### config.mk
export PLATFORM = sky130hd
export DESIGN_NAME = gate_truth_sequencer_flat
export DESIGN_NICKNAME = d
export VERILOG_FILES = /design/src/rtl/gate_test_pkg.sv /design/src/rtl/gate_truth_sequencer_if.sv /design/src/rtl/gate_truth_sequencer_settle_timer.sv /design/src/rtl/gate_truth_sequencer.sv /design/src/flat_wrapper.sv
export SDC_FILE = /design/constraint.sdc
export NUM_CORES = 1
export LEC_CHECK = 0
export ABC_AREA = 1
export CORE_AREA = 2 2 50 52
export CTS_CLUSTER_DIAMETER = 150
export DETAILED_ROUTE_END_ITERATION = 12
export DIE_AREA = 0 0 52 54
export GPL_ROUTABILITY_DRIVEN = 0
export HOLD_SLACK_MARGIN = 0.15
export PLACE_DENSITY = 0.75
export SETUP_SLACK_MARGIN = 0.5
export SLEW_MARGIN = 20
export SYNTH_ARGS = -nofsm -noshare
export SYNTH_HDL_FRONTEND = slang
export SYNTH_SLANG_ARGS = --single-unit
### constraint.sdc
create_clock -name clk -period 1.85 [get_ports clk]
set_input_delay 0.2775 -clock clk [delete_from_list [all_inputs] [get_ports clk]]
set_output_delay 0.2775 -clock clk [all_outputs]
set_load 0.03 [all_outputs]
### src/rtl/gate_test_pkg.sv
// Shared definitions for the gate truth-table sequencer: FSM encoding,
// Gray stimulus order and reference truth tables for common 2-input gates.
package gate_test_pkg;

  typedef enum logic [1:0] {
    ST_IDLE   = 2'd0,
    ST_SETTLE = 2'd1,
    ST_SAMPLE = 2'd2,
    ST_DONE   = 2'd3
  } state_e;

  // Entry i is the {inp1,inp2} pair driven at step i: 00, 01, 11, 10.
  localparam logic [3:0][1:0] GRAY_TBL = {2'b10, 2'b11, 2'b01, 2'b00};

  // Bit index of each table is {inp1,inp2}.
  localparam logic [3:0] TT_AND  = 4'b1000;
  localparam logic [3:0] TT_OR   = 4'b1110;
  localparam logic [3:0] TT_XOR  = 4'b0110;
  localparam logic [3:0] TT_NAND = 4'b0111;

endpackage

### src/rtl/gate_truth_sequencer_if.sv
// Control, stimulus and result signals between the truth-table sequencer
// and the block that starts runs and hosts the gate under test.
interface gate_truth_sequencer_if #(
    parameter int CNT_W = 4
);
    logic             start;
    logic [3:0]       expect_tt;
    logic             dut_out;
    logic             drv_inp1;
    logic             drv_inp2;
    logic             busy;
    logic             done;
    logic             pass;
    logic [CNT_W-1:0] err_count;
    logic [3:0]       fail_vec;

    modport master (
        output start, expect_tt, dut_out,
        input  drv_inp1, drv_inp2, busy, done, pass, err_count, fail_vec
    );

    modport slave (
        input  start, expect_tt, dut_out,
        output drv_inp1, drv_inp2, busy, done, pass, err_count, fail_vec
    );
endinterface

### src/rtl/gate_truth_sequencer_settle_timer.sv
// Loadable down-counter that measures how long each input combination is held
// before the gate output is sampled.
module settle_timer #(
    parameter int W = 2
) (
    input  logic         clk,
    input  logic         rst,
    input  logic         load,
    input  logic [W-1:0] load_val,
    input  logic         dec,
    output logic         zero
);
    logic [W-1:0] cnt;

    // NOTE: registers are updated with <= so every flop samples pre-edge values.
    always_ff @(posedge clk or posedge rst) begin
        if (rst)
            cnt <= '0;
        else if (load)
            cnt <= load_val;
        else if (dec && cnt != '0)
            cnt <= cnt - W'(1);
    end

    assign zero = (cnt == '0);
endmodule

### src/rtl/gate_truth_sequencer.sv
// Walks a 2-input gate through all four input pairs in Gray order, samples its
// output after a settle delay and scores it against an expected truth table.
module gate_truth_sequencer
    import gate_test_pkg::*;
#(
    parameter int SETTLE_CYCLES = 2,
    parameter int REPEAT        = 1,
    parameter int CNT_W         = 4
) (
    input logic                   clk,
    input logic                   rst,
    gate_truth_sequencer_if.slave bus
);
    localparam logic [1:0] S_IDLE   = ST_IDLE;
    localparam logic [1:0] S_SETTLE = ST_SETTLE;
    localparam logic [1:0] S_SAMPLE = ST_SAMPLE;
    localparam logic [1:0] S_DONE   = ST_DONE;

    localparam int              TW        = $clog2(SETTLE_CYCLES + 1);
    localparam int              PW        = (REPEAT > 1) ? $clog2(REPEAT) : 1;
    localparam logic [PW-1:0]   PASS_LAST = PW'(REPEAT - 1);
    localparam logic [CNT_W-1:0] ERR_MAX  = {CNT_W{1'b1}};

    logic [1:0]       state;
    logic [1:0]       step;
    logic [PW-1:0]    pass_idx;
    logic [1:0]       drv;
    logic [3:0]       tt_q;
    logic [CNT_W-1:0] err_q;
    logic [3:0]       fail_q;
    logic             pass_q;

    logic             accept;
    logic             last_sample;
    logic             mismatch;
    logic [CNT_W-1:0] err_next;
    logic             tmr_load;
    logic             tmr_zero;

    assign accept      = (state == S_IDLE) && bus.start;
    assign last_sample = (step == 2'd3) && (pass_idx == PASS_LAST);
    assign mismatch    = (bus.dut_out != tt_q[drv]);
    assign err_next    = (mismatch && err_q != ERR_MAX) ? err_q + CNT_W'(1) : err_q;
    assign tmr_load    = accept || ((state == S_SAMPLE) && !last_sample);

    settle_timer #(.W(TW)) u_timer (
        .clk      (clk),
        .rst      (rst),
        .load     (tmr_load),
        .load_val (TW'(SETTLE_CYCLES - 1)),
        .dec      (state == S_SETTLE),
        .zero     (tmr_zero)
    );

    always_ff @(posedge clk or posedge rst) begin
        if (rst) begin
            state    <= S_IDLE;
            step     <= '0;
            pass_idx <= '0;
            drv      <= '0;
            tt_q     <= '0;
            err_q    <= '0;
            fail_q   <= '0;
            pass_q   <= 1'b0;
        end else begin
            case (state)
                S_IDLE: begin
                    if (bus.start) begin
                        tt_q     <= bus.expect_tt;
                        err_q    <= '0;
                        fail_q   <= '0;
                        pass_q   <= 1'b0;
                        step     <= '0;
                        pass_idx <= '0;
                        drv      <= GRAY_TBL[0];
                        state    <= S_SETTLE;
                    end
                end
                S_SETTLE: begin
                    if (tmr_zero)
                        state <= S_SAMPLE;
                end
                S_SAMPLE: begin
                    err_q <= err_next;
                    if (mismatch)
                        fail_q[drv] <= 1'b1;
                    if (step != 2'd3) begin
                        step  <= step + 2'd1;
                        drv   <= GRAY_TBL[step + 2'd1];
                        state <= S_SETTLE;
                    end else if (pass_idx != PASS_LAST) begin
                        pass_idx <= pass_idx + PW'(1);
                        step     <= '0;
                        drv      <= GRAY_TBL[0];
                        state    <= S_SETTLE;
                    end else begin
                        // Verdict uses err_next so the final sample counts.
                        drv    <= GRAY_TBL[0];
                        pass_q <= (err_next == '0);
                        state  <= S_DONE;
                    end
                end
                S_DONE:  state <= S_IDLE;
                default: state <= S_IDLE;
            endcase
        end
    end

    assign bus.drv_inp1  = drv[1];
    assign bus.drv_inp2  = drv[0];
    assign bus.busy      = (state != S_IDLE);
    assign bus.done      = (state == S_DONE);
    assign bus.pass      = pass_q;
    assign bus.err_count = err_q;
    assign bus.fail_vec  = fail_q;
endmodule
### src/flat_wrapper.sv
// flat-port wrapper written by rule: the top's interface ports become plain ports
module gate_truth_sequencer_flat import gate_test_pkg::*;
#(
    parameter int SETTLE_CYCLES = 2,
    parameter int REPEAT        = 1,
    parameter int CNT_W         = 4
)
  (clk, rst, bus_start, bus_expect_tt, bus_dut_out, bus_drv_inp1, bus_drv_inp2, bus_busy, bus_done, bus_pass, bus_err_count, bus_fail_vec);
  gate_truth_sequencer_if #(.CNT_W(CNT_W)) bus_i ();
  input logic clk;
  input logic rst;
  input wire logic [$bits(bus_i.start)-1:0] bus_start;
  input wire logic [$bits(bus_i.expect_tt)-1:0] bus_expect_tt;
  input wire logic [$bits(bus_i.dut_out)-1:0] bus_dut_out;
  output wire logic [$bits(bus_i.drv_inp1)-1:0] bus_drv_inp1;
  output wire logic [$bits(bus_i.drv_inp2)-1:0] bus_drv_inp2;
  output wire logic [$bits(bus_i.busy)-1:0] bus_busy;
  output wire logic [$bits(bus_i.done)-1:0] bus_done;
  output wire logic [$bits(bus_i.pass)-1:0] bus_pass;
  output wire logic [$bits(bus_i.err_count)-1:0] bus_err_count;
  output wire logic [$bits(bus_i.fail_vec)-1:0] bus_fail_vec;
  assign bus_i.start = bus_start;
  assign bus_i.expect_tt = bus_expect_tt;
  assign bus_i.dut_out = bus_dut_out;
  assign bus_drv_inp1 = bus_i.drv_inp1;
  assign bus_drv_inp2 = bus_i.drv_inp2;
  assign bus_busy = bus_i.busy;
  assign bus_done = bus_i.done;
  assign bus_pass = bus_i.pass;
  assign bus_err_count = bus_i.err_count;
  assign bus_fail_vec = bus_i.fail_vec;
  gate_truth_sequencer #(.SETTLE_CYCLES(SETTLE_CYCLES), .REPEAT(REPEAT), .CNT_W(CNT_W)) u_core (.clk(clk), .rst(rst), .bus(bus_i));
endmodule
Yosys cells after proc, flatten, opt, wreduce, memory -nomap -nowiden
Cells that the tools add are included.
- magnitude comparators: 3
- equal/unequal tests: 13
- muxes and demuxes: 31
- bitwise operators: 2
- reductions and logical operators: 22
- add/sub/neg operators: 4
- operators with widths (cell ; count):
    $mux 2 ; 11
    $pmux 4 s2 ; 2
    $mux 4 ; 3
    $reduce_and 3->1 ; 3
    $ne 2x2->1 const B ; 4
    $pmux 2 s2 ; 2
    $pmux 2 s4 ; 1
    $reduce_bool 2->1 ; 4
    $mux 1 ; 7
    $eq 2x2->1 const B ; 3
    $logic_and 1x1->1 ; 6
    $lt 2x3->1 const B ; 2
    $reduce_and 2->1 ; 3
    $add 4x1->4 const B ; 1
    $bmux 2 s2 ; 1
    $logic_not 2->1 ; 2
    $logic_not 4->1 ; 1
    $ne 2x1->1 const B ; 2
    $ne 4x4->1 const B ; 1
    $or 4x4->4 ; 1
    $pmux 1 s2 ; 2
    $reduce_and 4->1 ; 1
    $ne 3x2->1 const B ; 1
    $add 2x1->2 const B ; 1
    10 further kinds ; 10
- input bits: 8
- logic and storage cells: 84
- register bits: 22
- output and inout bits: 13

Longest topological paths before layout
- depth after elaboration: 9
- mapped depth: 12
- depth with buffers taken out: 12

Modules after synthesis
Synthesis repeated with hierarchy kept, for this count alone.
- cell total of the unflattened synthesis: 141
- area, all modules: 1137.3 um^2
- by module, submodules not included (module ; instances ; cells each ; area each (um^2) ; sequential area each (um^2)):
    gate_truth_sequencer ; 1 ; 121 ; 1006.0 ; 475.5
    settle_timer ; 1 ; 20 ; 131.4 ; 50.0

Worst setup path before layout
No wires, ideal clock.
- kind: reg-to-reg
- start point: register u_core.drv[0]
- end point: register u_core.err_q[1], in the netlist u_core.bus.err_count[1]
- setup time: 121 ps
- setup slack: 375 ps
- arrival: 1354 ps
- cell stages (with the launch flop): 11
- data required time: 1729 ps
- path buffers: 0
- period minus slack after synthesis: 1475 ps
- path through: dfrtp_1 > inv_2 > nand2_1 > nand2_1 > nand2_2 > nand2_2 > nand2_4 > nand3_2 > nand2_1 > nand2_1 > a22o_1
- longest elaborated chain between the ends: 6
- RTL lines (item ; line ; RTL):
    from (decl) ; gate_truth_sequencer.sv:27 ; logic [1:0] drv;
    from (signal assigned) ; gate_truth_sequencer.sv:75 ; drv <= GRAY_TBL[0];
    from (signal assigned) ; gate_truth_sequencer.sv:89 ; drv <= GRAY_TBL[step + 2'd1];
    from (signal assigned) ; gate_truth_sequencer.sv:94 ; drv <= GRAY_TBL[0];
    $bmux 1 s2 ; gate_truth_sequencer.sv:42 ; assign mismatch = (bus.dut_out != tt_q[drv]);
    $mux 1 (not written as such) ; gate_truth_sequencer.sv:42 ;
    $ne 1x1->1 ; gate_truth_sequencer.sv:42 ;
    $logic_and 1x1->1 ; gate_truth_sequencer.sv:43 ; assign err_next = (mismatch && err_q != ERR_MAX) ? err_q + CNT_W'(1) : err_q;
    $mux 4 ; gate_truth_sequencer.sv:43 ;
    $pmux 4 s2 ; gate_truth_sequencer.sv:66 ; case (state)
    to (signal assigned) ; gate_truth_sequencer.sv:84 ; err_q <= err_next;
    to (decl) ; gate_truth_sequencer.sv:29 ; logic [CNT_W-1:0] err_q;
Every way passes these cells. The select of a mux whose other input is x is not followed.
A chain may end at the register's enable or synchronous reset.

Final worst setup path
- start point: register u_core.drv[0]
- end point: register u_core.fail_q[0], in the netlist u_core.bus.fail_vec[0]
- longest elaborated chain between the ends: 7
- elaborated cells on any way between the ends: 13
- those cells by class: order compare: 2; eq/ne: 2; mux: 6; bitwise: 1; reduce/logical: 2
- RTL lines (item ; line ; RTL):
    $lt 2x3->1 (not written as such) / $ge 2x1->1 (equally long branches) ; gate_truth_sequencer.sv:86 ; fail_q[drv] <= 1'b1;
    $logic_and 1x1->1 (not written as such) ; gate_truth_sequencer.sv:86 ;
    $mux 1 (not written as such) ; gate_truth_sequencer.sv:86 ;
    $demux 1 s2 ; - ;
    $or 4x4->4 (no line) ; - ;
    $mux 4 ; gate_truth_sequencer.sv:85 ; if (mismatch)
    $pmux 4 s2 ; gate_truth_sequencer.sv:66 ;
    to (signal assigned) ; gate_truth_sequencer.sv:63 ; fail_q <= '0;
    to (signal assigned) ; gate_truth_sequencer.sv:71 ; fail_q <= '0;
    to (signal, indexed assignment) ; gate_truth_sequencer.sv:86 ;
    to (decl) ; gate_truth_sequencer.sv:30 ; logic [3:0] fail_q;
Parallel ways exist; a longest one is shown, timed or not. The select of a mux whose other input is x is not followed.

==> run metrics <==
num ports 21; top-count cell post-synth nand2_1; CP arrival 1700 ps; Worst Reg-to-Reg Cells 9; LEAKAGE 0.000766 uW; Vias/cell 4.99; Starting Density 47.2%; Total Power 2560 uW; total track usage 18.9%; Synth Register Bits 21; Unique masters post-synth 23; slew margin rel. 79.0%; RSZ-0062 raised after global routing true; HP Class in2async; Post-synth top cells nand2_1, dfrtp_1, inv_1, nand3_1, nand2_2; clk sink count 21; final worst-path cycle share 79.5%; commonest register cell after synthesis dfrtp_1; total die area 0.00281 mm2; mean cell area of the mapped netlist 8.30 um2; Final Worst Setup Slack 379 ps; max-slew violations 0; row cnt 18; critical path's most frequent cell nand2_2; Clock Path Buffers 2; Post-CTS Hold Buffers 0; layout cell share with drive strength beyond 1 38.8%; Worst-Margin Slew 316 ps; fillers 199; Cell Chain, Critical Path inv_2 > nand2_2 > nand2_2 > nand2_2 > nand3_4 > nand2_4 > o21ai_4 > nand3_1 > a21oi_1; Fmax achieved 0.680 GHz; area taken by multi-input logic gates 581 um2; ys async rst share 100%; largest stage delay on the critical path 460 ps; Final Skew 1.45 ps; Yosys warnings 0; CP Launch Type flop; Worst EP required 2080 ps; MaxCap Viol Count 0; area delta synth->final 34.5%; Synth top area share 47.9%; Residual DRC 0; Congestion Overflow GR 0; synth top area cells dfrtp_1, nand2_1, inv_1, nand3_1, ha_1; # setup viols final 0; Setup TNS Final 0 ps; diode count 0; Clk Latency, worst-skew pair 290 ps; Worst-path clk slew 110 ps; leading area contributor after synthesis dfrtp_1; cells after synthesis 132; slowest CP cell dfrtp_2; DRT Wirelength 2.58 mm; Net Count, Synth 143; largest net degree at the start of global routing 22; HPWL Detailed 1.68 mm; crit path capture type flop; largest fanout on the critical path 5; Post-Syn Area 0.00110 mm2; nets 177; Antenna Nets Post-Route 0; P per Cell Area 1730 mW/mm2; routed len/inst 13.2 um; number of H-tree levels 1; pre-CTS setup slack 274 ps; CTS tree built; Clock Tree Root clkbuf_4; CORE AREA 0.00232 mm2; DR iter-0 viols 20; sequential fraction of the synthesis area 47.9%; first-pass GRT wire length 3.91 mm; Register Area 532 um2; initial antenna violation count 0; minimum clock period 1470 ps; Worst Setup Path Type reg2reg; number of CTS-inserted buffers 3; Fin. Hold Viols 0; DR pass1 iterations 4; Post-synth EDFFs 0; Die Span X 52 um; vias in the first global route 912; height of the die 54 um; PortBufs 20; peak supply drop 0.917 mV; routed via count 974; status finished, final reports clean
sequential cells by signal, indices dropped and copies added (netlist names):
register,flops
u_core.step,2
u_core.tt_q,4
u_core.bus.pass,1
u_core.bus.fail_vec,4
u_core.u_timer.cnt,2
u_core.bus.err_count,4
u_core.state,2
u_core.drv,2
placed cells by master, fill, tap and decap left out, types with 2 or more instances in the layout:
cell type        instances
a21oi_2                  3
buf_2                    6
buf_4                    9
clkbuf_2                 5
clkbuf_4                 3
clkdlybuf4s50_1          7
dfrtp_1                 16
dfrtp_2                  5
ha_1                     2
inv_1                   19
inv_2                    2
nand2_1                 32
nand2_2                 13
nand2_4                  2
nand3_1                  5
nand3_2                  3
nand3_4                  2
nand4_1                  3
nor2_1                   2
nor2_2                   2
nor2_4                   3
o21ai_1                  2
o22ai_1                  4
xor2_1                   2
repair_timing:
item	in CTS	in global routing
pin swaps	1	9
gates resized for setup	43	31
setup endpoints to repair	21	26
gates cloned	0	0
setup buffers	6	1
stage by stage:
stage               hold slack, ps  instances  utilization (%)  instance area (um2)
global placement               465        184             58.9                 1370
finish                         297        195             63.5                 1470
detailed placement             466        184             58.9                 1370
floorplan                      254        132                -                 1110
global route                   307        195             63.5                 1470
CTS                            297        194             63.9                 1480
layout make-up:
cell class / instances / area share, %
clock buffer: 4 / 1.78
tap: 30 / 2.55
multi-input combinational: 89 / 39.4
timing repair buffer: 29 / 14.4
sequential: 21 / 36.1
inverter: 22 / 5.77
layer usage:
| metal | up-vias | global-route usage (%) | share of wire [%] |
|---|---|---|---|
| met2 | 14 | 34.6 | 56 |
| met1 | 469 | 22.1 | 41 |
| li1 | 487 | - | - |
| met5 | - | 0 | 0 |
| met3 | 4 | 1.67 | 1.7 |
| met4 | 0 | 9.65 | 1.6 |
critical path, delay by kind of cell (launching register included):
kind            cells  cell delay [ps]
simple gates        6              520
flops               1              460
buf+inv             1              100
compound gates      2              320
report_power, final:
part / internal (uW) / total [uW] / switching (uW) / leakage [uW]
clock: 83.8 / 210 / 127 / 0.0000150
combinational: 559 / 1550 / 987 / 0.000483
sequential: 646 / 800 / 154 / 0.000268
final timing paths:
check / start / endpoint / slack (ps)
hold / removal: rst / u_core.u_timer.cnt[0] / 300
setup / recovery: u_core.drv[0] / u_core.bus.fail_vec[0] / 380
max in group asynchronous: rst / u_core.drv[1] / 1320
setup reg to reg: u_core.drv[0] / u_core.bus.fail_vec[0] / 380
hold reg to reg: u_core.tt_q[1] / u_core.tt_q[1] / 490
min in group clk: u_core.tt_q[1] / u_core.tt_q[1] / 490
cells by family after synthesis:
group                    count (synthesis)  share of synthesized area [%]
AO/OA/AOI/OAI                           15                           8.90
XOR/XNOR                                 2                           1.60
adder cells (fa/ha/maj)                  3                           3.43
buffers and inverters                   22                           7.53
flip-flops                              21                           47.9
AND/OR/NAND/NOR                         69                           30.6
Power figures use the tool's default switching activity.
